[src/rtl/rom_fetch.sv]
// Instruction fetch front end: streams words from a 1-cycle-latency ROM into a 2-entry
// output FIFO, with out_valid/out_ready backpressure and a one-cycle flush-and-jump redirect.
module rom_fetch #(
  parameter logic [12:0] RESET_PC = 13'h0000
) (
  input  logic        clka,
  input  logic        rsta,
  output logic [12:0] rom_addr,
  input  logic [31:0] rom_data,
  input  logic        redirect,
  input  logic [12:0] redirect_pc,
  output logic        out_valid,
  input  logic        out_ready,
  output logic [31:0] out_data,
  output logic [12:0] out_pc
);

  logic [12:0] fpc;
  logic        inflight;
  logic [12:0] ipc;
  logic [1:0]  count;
  logic [12:0] tail_pc;
  logic [31:0] tail_data;

  logic        pop;
  logic        push;
  logic        issue;
  logic [2:0]  occ;
  logic [1:0]  count_after_pop;

  assign rom_addr  = fpc;
  assign out_valid = (count != 2'd0);

  // The FIFO head lives in the out_* registers; tail_* holds the second entry.
  always_comb begin
    pop             = out_valid && out_ready;
    push            = inflight && !redirect;
    occ             = {1'b0, count} + {2'b00, inflight} - {2'b00, pop};
    issue           = !redirect && (occ < 3'd2);
    count_after_pop = count - {1'b0, pop};
  end

  always_ff @(posedge clka or negedge rsta) begin
    if (!rsta) begin
      fpc       <= RESET_PC;
      inflight  <= 1'b0;
      ipc       <= 13'h0;
      count     <= 2'd0;
      tail_pc   <= 13'h0;
      tail_data <= 32'h0;
      out_pc    <= 13'h0;
      out_data  <= 32'h0;
    end else if (redirect) begin
      // Any pop this edge has already been taken by the consumer; everything else is dropped.
      fpc      <= redirect_pc;
      inflight <= 1'b0;
      count    <= 2'd0;
    end else begin
      inflight <= issue;
      if (issue) begin
        ipc <= fpc;
        fpc <= fpc + 13'd1;
      end
      count <= count_after_pop + {1'b0, push};
      if (pop) begin
        out_pc   <= tail_pc;
        out_data <= tail_data;
      end
      // Issue throttling guarantees at most one entry remains when a push lands.
      if (push) begin
        if (count_after_pop == 2'd0) begin
          out_pc   <= ipc;
          out_data <= rom_data;
        end else begin
          tail_pc   <= ipc;
          tail_data <= rom_data;
        end
      end
    end
  end

endmodule

[config.mk]
export PLATFORM = sky130hd
export DESIGN_NAME = rom_fetch
export DESIGN_NICKNAME = d
export VERILOG_FILES = /design/src/rtl/rom_fetch.sv
export SDC_FILE = /design/constraint.sdc
export NUM_CORES = 1
export LEC_CHECK = 0
export ABC_AREA = 1
export BUFFER_PORTS_ARGS = -buffer_cell sky130_fd_sc_hd__buf_4
export CORE_MARGIN = 5
export CORE_UTILIZATION = 43
export CTS_CLUSTER_SIZE = 20
export DETAILED_ROUTE_END_ITERATION = 8
export RECOVER_POWER = 50
export SETUP_SLACK_MARGIN = 0.3
export SYNTH_ARGS = -nofsm -noshare
export SYNTH_HDL_FRONTEND = slang
export SYNTH_SLANG_ARGS = --single-unit
[constraint.sdc]
create_clock -name clka -period 3 [get_ports clka]
set_clock_uncertainty 0.2 [all_clocks]
set_input_delay 0.6 -clock clka [delete_from_list [all_inputs] [get_ports clka]]
set_output_delay 0.6 -clock clka [all_outputs]
set_load 0.01 [all_outputs]
Word-level counts from Yosys, hierarchy flattened
Index checks and enable logic that the tools add are counted.

Flip-flop bits (word level): 119. Bits of input ports: 49. Logic and storage cells: 35.

Add/sub/neg operators: 5. Bitwise logic cells: 2. Order comparisons: 1. Reduce and logical (&&, ||, !) cells: 9. Mux-type cells: 10.

Operators by type and width (count): 32-bit two-way mux (3); 13-bit two-way mux (5); 13-bit by 1-bit adder with 13-bit output (second input constant) (1); 2-bit nonzero test (2); 2-bit by 1-bit adder with 3-bit output (1); 1-bit logical AND (3); 3-bit by 2-bit < comparator with 1-bit output (second input constant) (1); 3-bit AND reduction (1); 3-bit by 1-bit subtractor with 3-bit output (1); 2-bit by 1-bit adder with 2-bit output (1); 2-bit logical NOT (1); 2-bit two-way mux (1); 1-bit NOT (2); 2-bit AND reduction (1); 2-bit by 1-bit subtractor with 2-bit output (1); 1-bit logical NOT (1); 1-bit two-way mux (1).

Depth between registers and ports, before layout
Depth after elaboration: 7. Depth in mapped cells: 13.

Worst setup path after synthesis
Ideal clock, no wire load.

Path kind: in2reg. Start point: input port out_ready. End point: register fpc[11] (netlist: rom_addr[11]). Cell stages on the path: 11. Setup slack: 0.619 ns. Arrival: 2.057 ns. Cells stage by stage: buf_4 -> inv_2 -> nand2_2 -> nand2_1 -> nand2_1 -> fa_1 -> nand3_2 -> nand2_1 -> inv_1 -> nand2_1 -> nand3_1.

Longest elaborated chain between the ends: 5.

RTL lines: start: declaration (RTL line 13) `input logic out_ready,`; 1-bit logical AND (RTL line 36) `pop = out_valid && out_ready;`; 3-bit by 1-bit subtractor with 3-bit output (RTL line 38) `occ = {1'b0, count} + {2'b00, inflight} - {2'b00, pop};`; 3-bit by 2-bit < comparator with 1-bit output (RTL line 39) `issue = !redirect && (occ < 3'd2);`; 1-bit logical AND (RTL line 39); 2-bit nonzero test (no line); end signal: assignment (RTL line 55) `fpc <= redirect_pc;`; end signal: assignment (RTL line 62) `fpc <= fpc + 13'd1;`; end: declaration (RTL line 18) `logic [12:0] fpc;`.

No other way between the ends. A chain may end at the register's enable or synchronous reset.

Final worst setup path
Start point: register count[1]. End point: register fpc[12] (netlist: rom_addr[12]).

Longest elaborated chain between the ends: 6. Elaborated cells on any way between the ends: 7. Classes of those cells: add/sub: 2; order compare: 1; reduce/logical: 4.

RTL lines: start: declaration (RTL line 21) `logic [1:0] count;`; start signal: assignment (RTL line 64) `count <= count_after_pop + {1'b0, push};`; parallel branches: the longest is 2 deep, another holds 2-bit by 1-bit adder with 3-bit output; 3-bit by 1-bit subtractor with 3-bit output * (RTL line 38); 3-bit by 2-bit < comparator with 1-bit output * (RTL line 39); 1-bit logical AND * (RTL line 39); 2-bit nonzero test (no line) *.

Every way passes the cells marked *.

==> results.md <==
* CP required at 3.08 ns
* CTS H-Tree Depth at 4
* TritonCTS clock tree: yes
* Crit path time final at 2.43 ns
* Mapped Cells at around 740
* CP startpoint kind: flop
* Pre-CTS setup slack at approximately 0.28 ns
* Num rows at between 40 and 50
* GPL Wtd Cong at between 0.7 and 0.8
* CTS clk-pin slew, worst paths at 0.05 ns
* Post-synthesis sequential area ratio at 50.1%
* Actual slew at the worst max-slew pin at 1.64 ns
* GRT overflow at 0
* Synth unique cells at 34
* Max_slew headroom at -9.63%
* Via count at 5,186
* Worst skew pair latency at 0.41 ns
* Hold Slack at 0.215 ns
* Failing checks: capacitance limit, slew limit
* Initial cell density of the core at 43.3%
* Cts repair resizes at 0
* RSZ-0062 raised after global routing: false
* Max Freq at 0.411 GHz
* Max Root-Sink Buffers at 2
* Fin Setup TNS at 0 ns
* Avg WL per Cell at 15.0 um
* Initial antenna violation count at 0
* Final Cycle Share at 81.1%
* Total wire length at 15,300 um
* Vias in the first global route at 5,194
* Global-route wire length before repair at around 26,000 um
* Mean Syn Cell Area at between 8 and 9 um2
* Final worst slack at 0.566 ns
* First-pass iteration count of the detailed router at 4
* Post-CTS setup buffers at 0
* Die Height at ~130 um
* Via density at 5.07
* Largest net degree at the start of global routing at between 100 and 150
* Classification of the worst setup path: flop to flop
* Final setup vio count at 0
* I/O pin cnt at approximately 110
* TritonCTS Buffers at 17
* Number of synthesized flops with an enable pin at 0
* ANT cells at 0
* Syn. warnings at 0
* FF+latch count, synth at roughly 120
* Clock sinks at 119
* Final Max Tran Viols at 120
* Async set-reset flop share out of synthesis at 100%
* Die X at about 130 um
* PwrDens at just over 900 nW/um2
* Syn Std Cell Area at 5940 um2
* Hold Path Class: input pin to flop
* Die area at 16,300 um2
* CP arrival at 2.51 ns
* Status: complete, but fails checks
* Top FF cell, synth: dfrtp_1
* Share of layout cells above drive strength 1 at between 10% and 20%
* Initial DRC Count at 433
* Net count, final at 884
* GRT Util Overall at 19.5%
* Hold Violations, Final at 0
* Max cap viols at 1
* Detail Route Antenna Nets at 0
* CTS root buffer: clkbuf_16
* Port bufs at 107
* Core area at 13,700 um2
* Worst IR Drop VDD at between 0.3 and 0.4 mV
* DRC viols at 0
* Crit path max fanout at 9
* Post-DP HPWL at 10,100 um
* Leakage at 3.70 nW
* Crit end category: flop
* Cts-stage hold buffer count at 0
* Syn nets at 788
* Layout area overhead at 23.3%
-- Yosys cell counts, types with 8 or more instances --
| cell type | number | area, um2 |
|---|---|---|
| o21ai_1 | 22 | 110 |
| buf_6 | 10 | 113 |
| inv_1 | 67 | 251 |
| o21ai_2 | 10 | 87.6 |
| a21oi_1 | 31 | 155 |
| buf_2 | 19 | 95.1 |
| o211ai_1 | 8 | 60.1 |
| a21oi_2 | 9 | 78.8 |
| dfrtp_1 | 119 | 2980 |
| nand2_1 | 207 | 777 |
| nor2_1 | 52 | 195 |
| o21ai_0 | 28 | 140 |
| nand3_1 | 109 | 546 |
-- registers in the layout (all words and copies together), names as in the netlist --
name,cells
count,2
inflight,1
ipc,13
out_data,32
out_pc,13
rom_addr,13
tail_data,32
tail_pc,13
-- stage by stage --
stage	power (mW)	instance area (um2)	utilization [%]	instances
2_1_floorplan	4.05	5940	-	735
3_3_place_gp	4.92	6860	50.0	992
3_5_place_dp	5.03	6860	50.0	992
4_1_cts	7.05	7440	54.2	1023
5_1_grt	7.35	7330	53.4	1023
6_report	6.85	7330	53.4	1023
-- power breakdown --
| part | internal (mW) | switching [mW] |
|---|---|---|
| Combinational | 0.879 | 1.24 |
| Sequential | 2.28 | 0.454 |
| Clock | 1.33 | 0.661 |
| Total | 4.49 | 2.36 |
-- critical path, stage by stage, from the launching register on --
cell     delay, ns
dfrtp_1       0.48
nand3_4       0.15
nand2_1       0.11
nand2_1       0.07
fa_1          0.52
nand3_2       0.11
nand2_1       0.30
inv_1         0.20
nand2_1       0.09
nand3_1       0.08
-- placed cells by master, fill, tap and decap left out --
cell / instances
a21oi_1: 31
a21oi_2: 9
a31oi_1: 1
buf_12: 4
buf_4: 87
bufinv_16: 2
clkbuf_1: 34
clkbuf_16: 17
clkbuf_4: 2
clkbuf_8: 5
dfrtp_1: 119
fa_1: 1
ha_1: 3
inv_1: 67
inv_2: 3
nand2_1: 207
nand2_2: 2
nand2_4: 2
nand3_1: 109
nand3_2: 1
nand3_4: 2
nand3b_1: 1
nand4_1: 3
nand4_2: 1
nor2_1: 52
nor2_4: 2
nor2_8: 1
nor3_1: 1
o211ai_1: 8
o21ai_0: 28
o21ai_1: 22
o21ai_2: 10
or2_2: 1
xnor2_1: 1
xor2_1: 4
-- cells by family after synthesis --
kind of cell	share of synthesized area, %
AND/OR/NAND/NOR	28.4
adder cells (fa/ha/maj)	0.969
XOR/XNOR	0.737
AO/OA/AOI/OAI	10.7
buffers and inverters	9.06
flip-flops	50.1
-- final cells by class --
| cell class | instances | area, um2 |
|---|---|---|
| Multi-Input combinational cell | 503 | 2430 |
| Clock buffer | 29 | 520 |
| Clock inverter | 2 | 60.1 |
| Inverter | 70 | 263 |
| Timing Repair Buffer | 120 | 850 |
| Fill cell | 1330 | 6390 |
| Tap cell | 180 | 225 |
| Sequential cell | 119 | 2980 |
-- routing by layer --
metal  up-vias  global-route usage (%)  part of all wire (%)
li1       2551                       -                     -
met1      2512                    26.6                    46
met2       112                    30.6                    49
met3        11                    4.35                   4.4
met4         0                    7.38                  0.85
met5         -                       0                     0
-- path summary, 6_finish.rpt --
kind	from	to	slack, ns	depth (start not counted)
setup / recovery	count[1]$_DFF_PN0_	rom_addr[12]$_DFFE_PN0P_	0.57	9
max in group asynchronous	rsta	tail_pc[12]$_DFFE_PN0P_	1.04	2
hold reg to reg	tail_data[29]$_DFFE_PN0P_	tail_data[29]$_DFFE_PN0P_	0.28	2
hold / removal	rom_data[27]	out_data[27]$_DFFE_PN0N_	0.22	3
min in group asynchronous	rsta	out_data[1]$_DFFE_PN0N_	0.53	2
setup reg to reg	count[1]$_DFF_PN0_	rom_addr[12]$_DFFE_PN0P_	0.57	9
Note: power is estimated with default switching activity, not from simulation.
